[src/rtl/uart_rx_pkg.sv]
// Shared constants, state encoding and control bundle for the 8N1 UART receiver.
// Optional stop-bit checking is enabled by defining UART_RX_FERR_EN.
package uart_rx_pkg;

  localparam int unsigned DATA_BITS     = 8;
  localparam int unsigned TICKS_PER_BIT = 16;
  localparam int unsigned SAMPLE_PT     = 8;
  localparam int unsigned SC_W          = 4;
  localparam int unsigned BI_W          = 3;

  localparam int unsigned OVS_DIV_50M   = 27;
  localparam int unsigned OVS_DIV_100M  = 54;
  localparam int unsigned OVS_DIV_24M   = 13;

  typedef enum logic [2:0] {
    ST_IDLE  = 3'd0,
    ST_START = 3'd1,
    ST_DATA  = 3'd2,
    ST_STOP  = 3'd3,
    ST_DONE  = 3'd4
  } rx_state_t;

  typedef struct packed {
    logic sc_clr;
    logic sc_inc;
    logic bi_clr;
    logic bi_inc;
    logic shift;
    logic commit;
  } rx_ctrl_t;

  // Oversample divider for 115200 baud at a given system clock.
  function automatic int unsigned ovs_div_for(input int unsigned clk_mhz);
    case (clk_mhz)
      100:     return OVS_DIV_100M;
      24:      return OVS_DIV_24M;
      default: return OVS_DIV_50M;
    endcase
  endfunction

  function automatic logic [7:0] shift_in(input logic [7:0] sh, input logic b);
    return {b, sh[7:1]};
  endfunction

endpackage

[src/rtl/uart_rx_baud_tick.sv]
// Free-running 16x-baud tick generator: one-cycle tick_c every OVS_DIV clocks.
// Shared by the receiver and any 16x-timed transmitter.
module uart_rx_baud_tick #(
  parameter int unsigned OVS_DIV = 27,
  parameter int unsigned OVS_W   = 6
) (
  input  logic clk,
  input  logic rst,
  output logic tick_c
);

  logic [OVS_W-1:0] cnt;

  always_ff @(posedge clk or posedge rst) begin
    if (rst)              cnt <= '0;
    else if (cnt == '0)   cnt <= OVS_W'(OVS_DIV - 1);
    else                  cnt <= cnt - OVS_W'(1);
  end

  assign tick_c = (cnt == '0);

endmodule

[src/rtl/uart_rx.sv]
// 8N1 UART receiver, LSB first, 16x oversampled, STB/ACK output handshake.
// Define UART_RX_FERR_EN to drop frames with a bad stop bit and pulse FERR.
module uart_rx
  import uart_rx_pkg::*;
#(
  parameter int unsigned OVS_DIV = OVS_DIV_50M,
  parameter int unsigned OVS_W   = 6
) (
  input  logic       CLK,
  input  logic       RST,
  input  logic       RXD,
  output logic       STBo,
  output logic [7:0] DATo,
  input  logic       ACKo,
  output logic       OVR
`ifdef UART_RX_FERR_EN
  ,
  output logic       FERR
`endif
);

  logic [1:0]      sync;
  logic            rxd_s;
  logic            tick;
  rx_state_t       state, state_nx;
  rx_ctrl_t        ctrl;
  logic [SC_W-1:0] sc;
  logic [BI_W-1:0] bi;
  logic [7:0]      sh;
  logic            hi_seen;
  logic            bit_end;
  logic            mid_start;
`ifdef UART_RX_FERR_EN
  logic            stop_bit;
`endif

  uart_rx_baud_tick #(.OVS_DIV(OVS_DIV), .OVS_W(OVS_W)) u_tick (
    .clk    (CLK),
    .rst    (RST),
    .tick_c (tick)
  );

  always_ff @(posedge CLK or posedge RST) begin
    if (RST) sync <= 2'b11;
    else     sync <= {sync[0], RXD};
  end
  assign rxd_s = sync[1];

  assign bit_end   = tick && (sc == SC_W'(TICKS_PER_BIT - 1));
  assign mid_start = tick && (sc == SC_W'(SAMPLE_PT - 1));

  always_ff @(posedge CLK or posedge RST) begin
    if (RST) state <= ST_IDLE;
    else     state <= state_nx;
  end

  always_comb begin
    state_nx = state;
    case (state)
      ST_IDLE:  if (hi_seen && !rxd_s) state_nx = ST_START;
      ST_START: if (mid_start) state_nx = rxd_s ? ST_IDLE : ST_DATA;
      ST_DATA:  if (bit_end && (bi == BI_W'(DATA_BITS - 1))) state_nx = ST_STOP;
      ST_STOP:  if (bit_end) state_nx = ST_DONE;
      ST_DONE:  state_nx = ST_IDLE;
      default:  state_nx = ST_IDLE;
    endcase
  end

  always_comb begin
    ctrl = '0;
    case (state)
      ST_IDLE: begin
        ctrl.sc_clr = 1'b1;
        ctrl.bi_clr = 1'b1;
      end
      ST_START: if (tick) begin
        ctrl.sc_clr = mid_start;
        ctrl.sc_inc = !mid_start;
      end
      ST_DATA: if (tick) begin
        ctrl.sc_clr = bit_end;
        ctrl.sc_inc = !bit_end;
        ctrl.shift  = bit_end;
        ctrl.bi_inc = bit_end;
      end
      ST_STOP: if (tick) begin
        ctrl.sc_clr = bit_end;
        ctrl.sc_inc = !bit_end;
      end
`ifdef UART_RX_FERR_EN
      ST_DONE: ctrl.commit = stop_bit;
`else
      ST_DONE: ctrl.commit = 1'b1;
`endif
      default: ;
    endcase
  end

  // Datapath: counters, shift register, break guard and output handshake.
  always_ff @(posedge CLK or posedge RST) begin
    if (RST) begin
      sc      <= '0;
      bi      <= '0;
      sh      <= '0;
      hi_seen <= 1'b0;
      STBo    <= 1'b0;
      DATo    <= '0;
      OVR     <= 1'b0;
    end else begin
      if (ctrl.sc_clr)      sc <= '0;
      else if (ctrl.sc_inc) sc <= sc + SC_W'(1);
      if (ctrl.bi_clr)      bi <= '0;
      else if (ctrl.bi_inc) bi <= bi + BI_W'(1);
      if (ctrl.shift)       sh <= shift_in(sh, rxd_s);
      // A new start is only accepted after the line has been seen high in IDLE.
      if (state != ST_IDLE) hi_seen <= 1'b0;
      else if (rxd_s)       hi_seen <= 1'b1;
      OVR <= 1'b0;
      if (ctrl.commit) begin
        STBo <= 1'b1;
        DATo <= sh;
        OVR  <= STBo && !ACKo;
      end else if (ACKo && STBo) begin
        STBo <= 1'b0;
      end
    end
  end

`ifdef UART_RX_FERR_EN
  always_ff @(posedge CLK or posedge RST) begin
    if (RST) begin
      stop_bit <= 1'b0;
      FERR     <= 1'b0;
    end else begin
      if (state == ST_STOP && bit_end) stop_bit <= rxd_s;
      FERR <= (state == ST_DONE) && !stop_bit;
    end
  end
`endif

endmodule

[config.mk]
export PLATFORM = sky130hd
export DESIGN_NAME = uart_rx
export DESIGN_NICKNAME = d
export VERILOG_FILES = /design/src/rtl/uart_rx_pkg.sv /design/src/rtl/uart_rx_baud_tick.sv /design/src/rtl/uart_rx.sv
export SDC_FILE = /design/constraint.sdc
export NUM_CORES = 1
export LEC_CHECK = 0
export ABC_AREA = 1
export CORE_MARGIN = 10
export CORE_UTILIZATION = 51
export DETAILED_ROUTE_END_ITERATION = 12
export GPL_TIMING_DRIVEN = 0
export PLACE_DENSITY = 0.74
export SYNTH_ARGS = -nofsm -noshare
export SYNTH_HDL_FRONTEND = slang
export SYNTH_SLANG_ARGS = --single-unit
[constraint.sdc]
create_clock -name CLK -period 1.28 [get_ports CLK]
set_input_delay 0.256 -clock CLK [delete_from_list [all_inputs] [get_ports CLK]]
set_output_delay 0.256 -clock CLK [all_outputs]
set_load 0.1 [all_outputs]
==> impl_metrics.yaml <==
worst_setup_path:
  crit_chain: "inv_2, ha_4, nand2_4, nor2_4, nand2_4, nor2_4, buf_6, inv_6, nand3_2, nand2_1"
  path_max_fanout: 5
  cp-end-kind: "flip-flop"
  path_delay_family: "simple AND/OR/NAND/NOR gates"
  r2r_end: "bi[2]$_DFFE_PP0P_"
  cp.buffers_inverters: 3
  cp.arrival_ns: 1.76
  r2r_cells: 10
  start_kind: "flip-flop"
  rrSetupSlack_ns: -0.22
  crit_slowest_cell: "dfrtp_1"
  critical_path_class: "flip-flop to flip-flop"
  crit_required_ns: 1.53
  slowest_delay_ns: 0.41
  r2r_start: "u_tick.cnt[1]$_DFF_PP0_"
timing:
  setup_viol: 19
  layout_min_cycle_time_ns: 1.50
  rsz0062_at_grt: "true"
  final_max_slew_viol_count: 0
  hold_ws_ns: 0.297
  finalCritPeriodShare_pct: 117
  timing.final.ws_setup_ns: -0.223
  worstMarginPinSlew_ns: 0.775
  fmax_mhz: 665
  fin_skew_ns: 0.0156
  relSlewSlack_pct: 48.2
  hold_violations: 0
yosys:
  yosys_warnings: 0
  syn_nets: 195
  ys_types: 23
  synth_area_mm2: 0.00167
  syn_inst: 187
  synth-seq-area-share_pct: 55.7
  ys_seq_elements: 37
  syn_avg_cell_area_um2: 8.92
power:
  ir_worst_vdd_uv: 1210
  p_leak_nw: 1.15
  power_density_mw_per_mm2: 1400
floorplanning:
  fp.coreArea_mm2: 0.00310
  die_h_um: 77.2
  dieArea_mm2: 0.00596
  rows: 20
  die_w_um: 77.2
  start_util_pct: 53.8
  ios: 14
detailed_routing:
  dr.pass1.iters: 4
  vias: 1437
  drt-initial-drc-count: 127
  wirelength_um: 4270
  wl_per_cell_um: 15.9
  viasPerCell: 5.36
  drc: 0
  antenna_left: 0
outcome:
  status: "finished, violations left"
  violations: "negative setup slack"
cells_and_area:
  fin_nets: 231
  layout-drive-gt1-share_pct: 42.9
  stdcell_area_mm2: 0.00238
  layout_common_cells: "dfrtp_1 (34), nand2_1 (31), inv_1 (23)"
  n_antenna_cell: 0
  areaGrowthSynthToFinish_pct: 42.8
  layout_commonest_cell: "dfrtp_1"
place:
  pre_cts_slack_ns: -0.632
  port_buffers: 13
  place_congestion: 0.790
  placed_area_mm2: 0.00187
  dp_hpwl_um: 2210
clock_network:
  cts_buffers: 5
  h-tree-depth: 2
  cts_hold_buf: 0
  cts_tree: "yes"
  clkLatencyLatePin_ns: 0.36
  clkTransAtPathRegs_ns: 0.11
  root_buffer: "clkbuf_4"
  clock_path_buffers: 2
  cts_num_sinks: 37
min_path:
  hold_class: "input port to flip-flop"
  hold_path_startpoint: "RXD"
  whs_path_depth: 1
  min_to: "sync[0]$_DFF_PP1_"
global_route:
  grt_pass1_vias: 1431
  grt_remaining_overflow: 0
  grt_pass1_wl_um: 6560
  grtUsageTotal_pct: 13.7
  antenna_found_initial: 0
  grt_max_degree: 38
job:
  cap_violations: 0
==> synth_stat cells <==
| library cell | count | area share [%] |
|---|---|---|
| clkbuf_2 | 1 | 0.30 |
| buf_4 | 1 | 0.45 |
| o21ai_0 | 19 | 5.7 |
| nor2_4 | 3 | 2.0 |
| a21oi_1 | 4 | 1.2 |
| xor2_1 | 3 | 1.6 |
| nand3_1 | 17 | 5.1 |
| dfrtp_1 | 35 | 53 |
| buf_6 | 1 | 0.68 |
| nand2_2 | 3 | 1.1 |
| inv_1 | 30 | 6.8 |
| inv_2 | 1 | 0.22 |
| a21oi_2 | 2 | 1.1 |
| nor3_1 | 1 | 0.30 |
| nand3b_1 | 1 | 0.45 |
| nand2_1 | 46 | 10 |
| nor2_1 | 8 | 1.8 |
| nor2_2 | 2 | 0.75 |
| or2_2 | 1 | 0.38 |
| dfstp_2 | 2 | 3.2 |
| nor3_2 | 1 | 0.60 |
| o21ai_2 | 1 | 0.53 |
| ha_1 | 4 | 3.0 |
==> per-stage QoR <==
step           util, %  instances  power (W)  setup TNS [ns]
2_1_floorplan        -        187    0.00190          -0.312
3_3_place_gp      60.4        244    0.00202          -25.76
3_5_place_dp      60.4        244    0.00206          -30.39
4_1_cts           71.5        264    0.00317           -2.09
5_1_grt           76.7        268    0.00352           -5.15
6_report          76.7        268    0.00333           -3.27
==> per-layer routing <==
layer	routed length (µm)	share of wire, %	GRT usage (%)	vias to the layer above
li1	-	-	-	658
met1	1570	37	14.1	711
met2	2340	55	24.2	49
met3	207	4.8	5.36	19
met4	148	3.5	5.66	0
met5	0	0	0	-
==> layout make-up <==
| cell class | count | area (µm²) |
|---|---|---|
| well taps | 44 | 55.1 |
| clock buffers | 5 | 37.5 |
| multi-input cells | 116 | 828 |
| plain buffers | 3 | 30.0 |
| fillers | 204 | 722 |
| clock inverters | 3 | 46.3 |
| inverters | 31 | 128 |
| repair buffers | 29 | 327 |
| flip-flops and latches | 37 | 930 |
==> kinds of logic after synthesis <==
family          after synthesis  synth area share, %
fa+ha+maj                     4                 3.00
compound gates               26                 8.48
xor+xnor                      3                 1.58
simple gates                 83                 22.9
buf+inv                      34                 8.40
flops                        37                 55.7
==> where the power goes <==
part	switching (W)	internal (W)
clock network	0.000425	0.000413
logic	0.000758	0.000381
registers	0.000109	0.00125
==> timing repair <==
item	4_1_cts	5_1_grt
endpoints found under the setup margin	73	39
resized for setup	107	41
setup buffers	11	4
pin swaps	18	10
cloned	1	0
endpoints found under the hold margin	0	0
==> state kept, by name (all words and copies together) (netlist names) <==
signal / count
DATo: 8
OVR: 1
STBo: 1
bi: 3
hi_seen: 1
sc: 4
sh: 8
state: 3
sync: 2
u_tick.cnt: 6
==> worst max path at each step <==
stage | from | to | slack, ns | cells after the start
CTS | u_tick.cnt[0]$_DFF_PP0_ | bi[2]$_DFFE_PP0P_ | -0.16 | 10
detailed placement | RST | DATo[3]$_DFFE_PP0P_ | -0.63 | 2
global placement | RST | bi[1]$_DFFE_PP0P_ | -0.54 | 2
finish | u_tick.cnt[1]$_DFF_PP0_ | bi[2]$_DFFE_PP0P_ | -0.22 | 10
global route | state[2]$_DFFE_PP0P_ | sc[3]$_DFFE_PP0P_ | -0.30 | 7
floorplan | u_tick.cnt[1]$_DFF_PP0_ | bi[1]$_DFFE_PP0P_ | -0.06 | 10
Note: power is estimated with default switching activity, not from simulation.
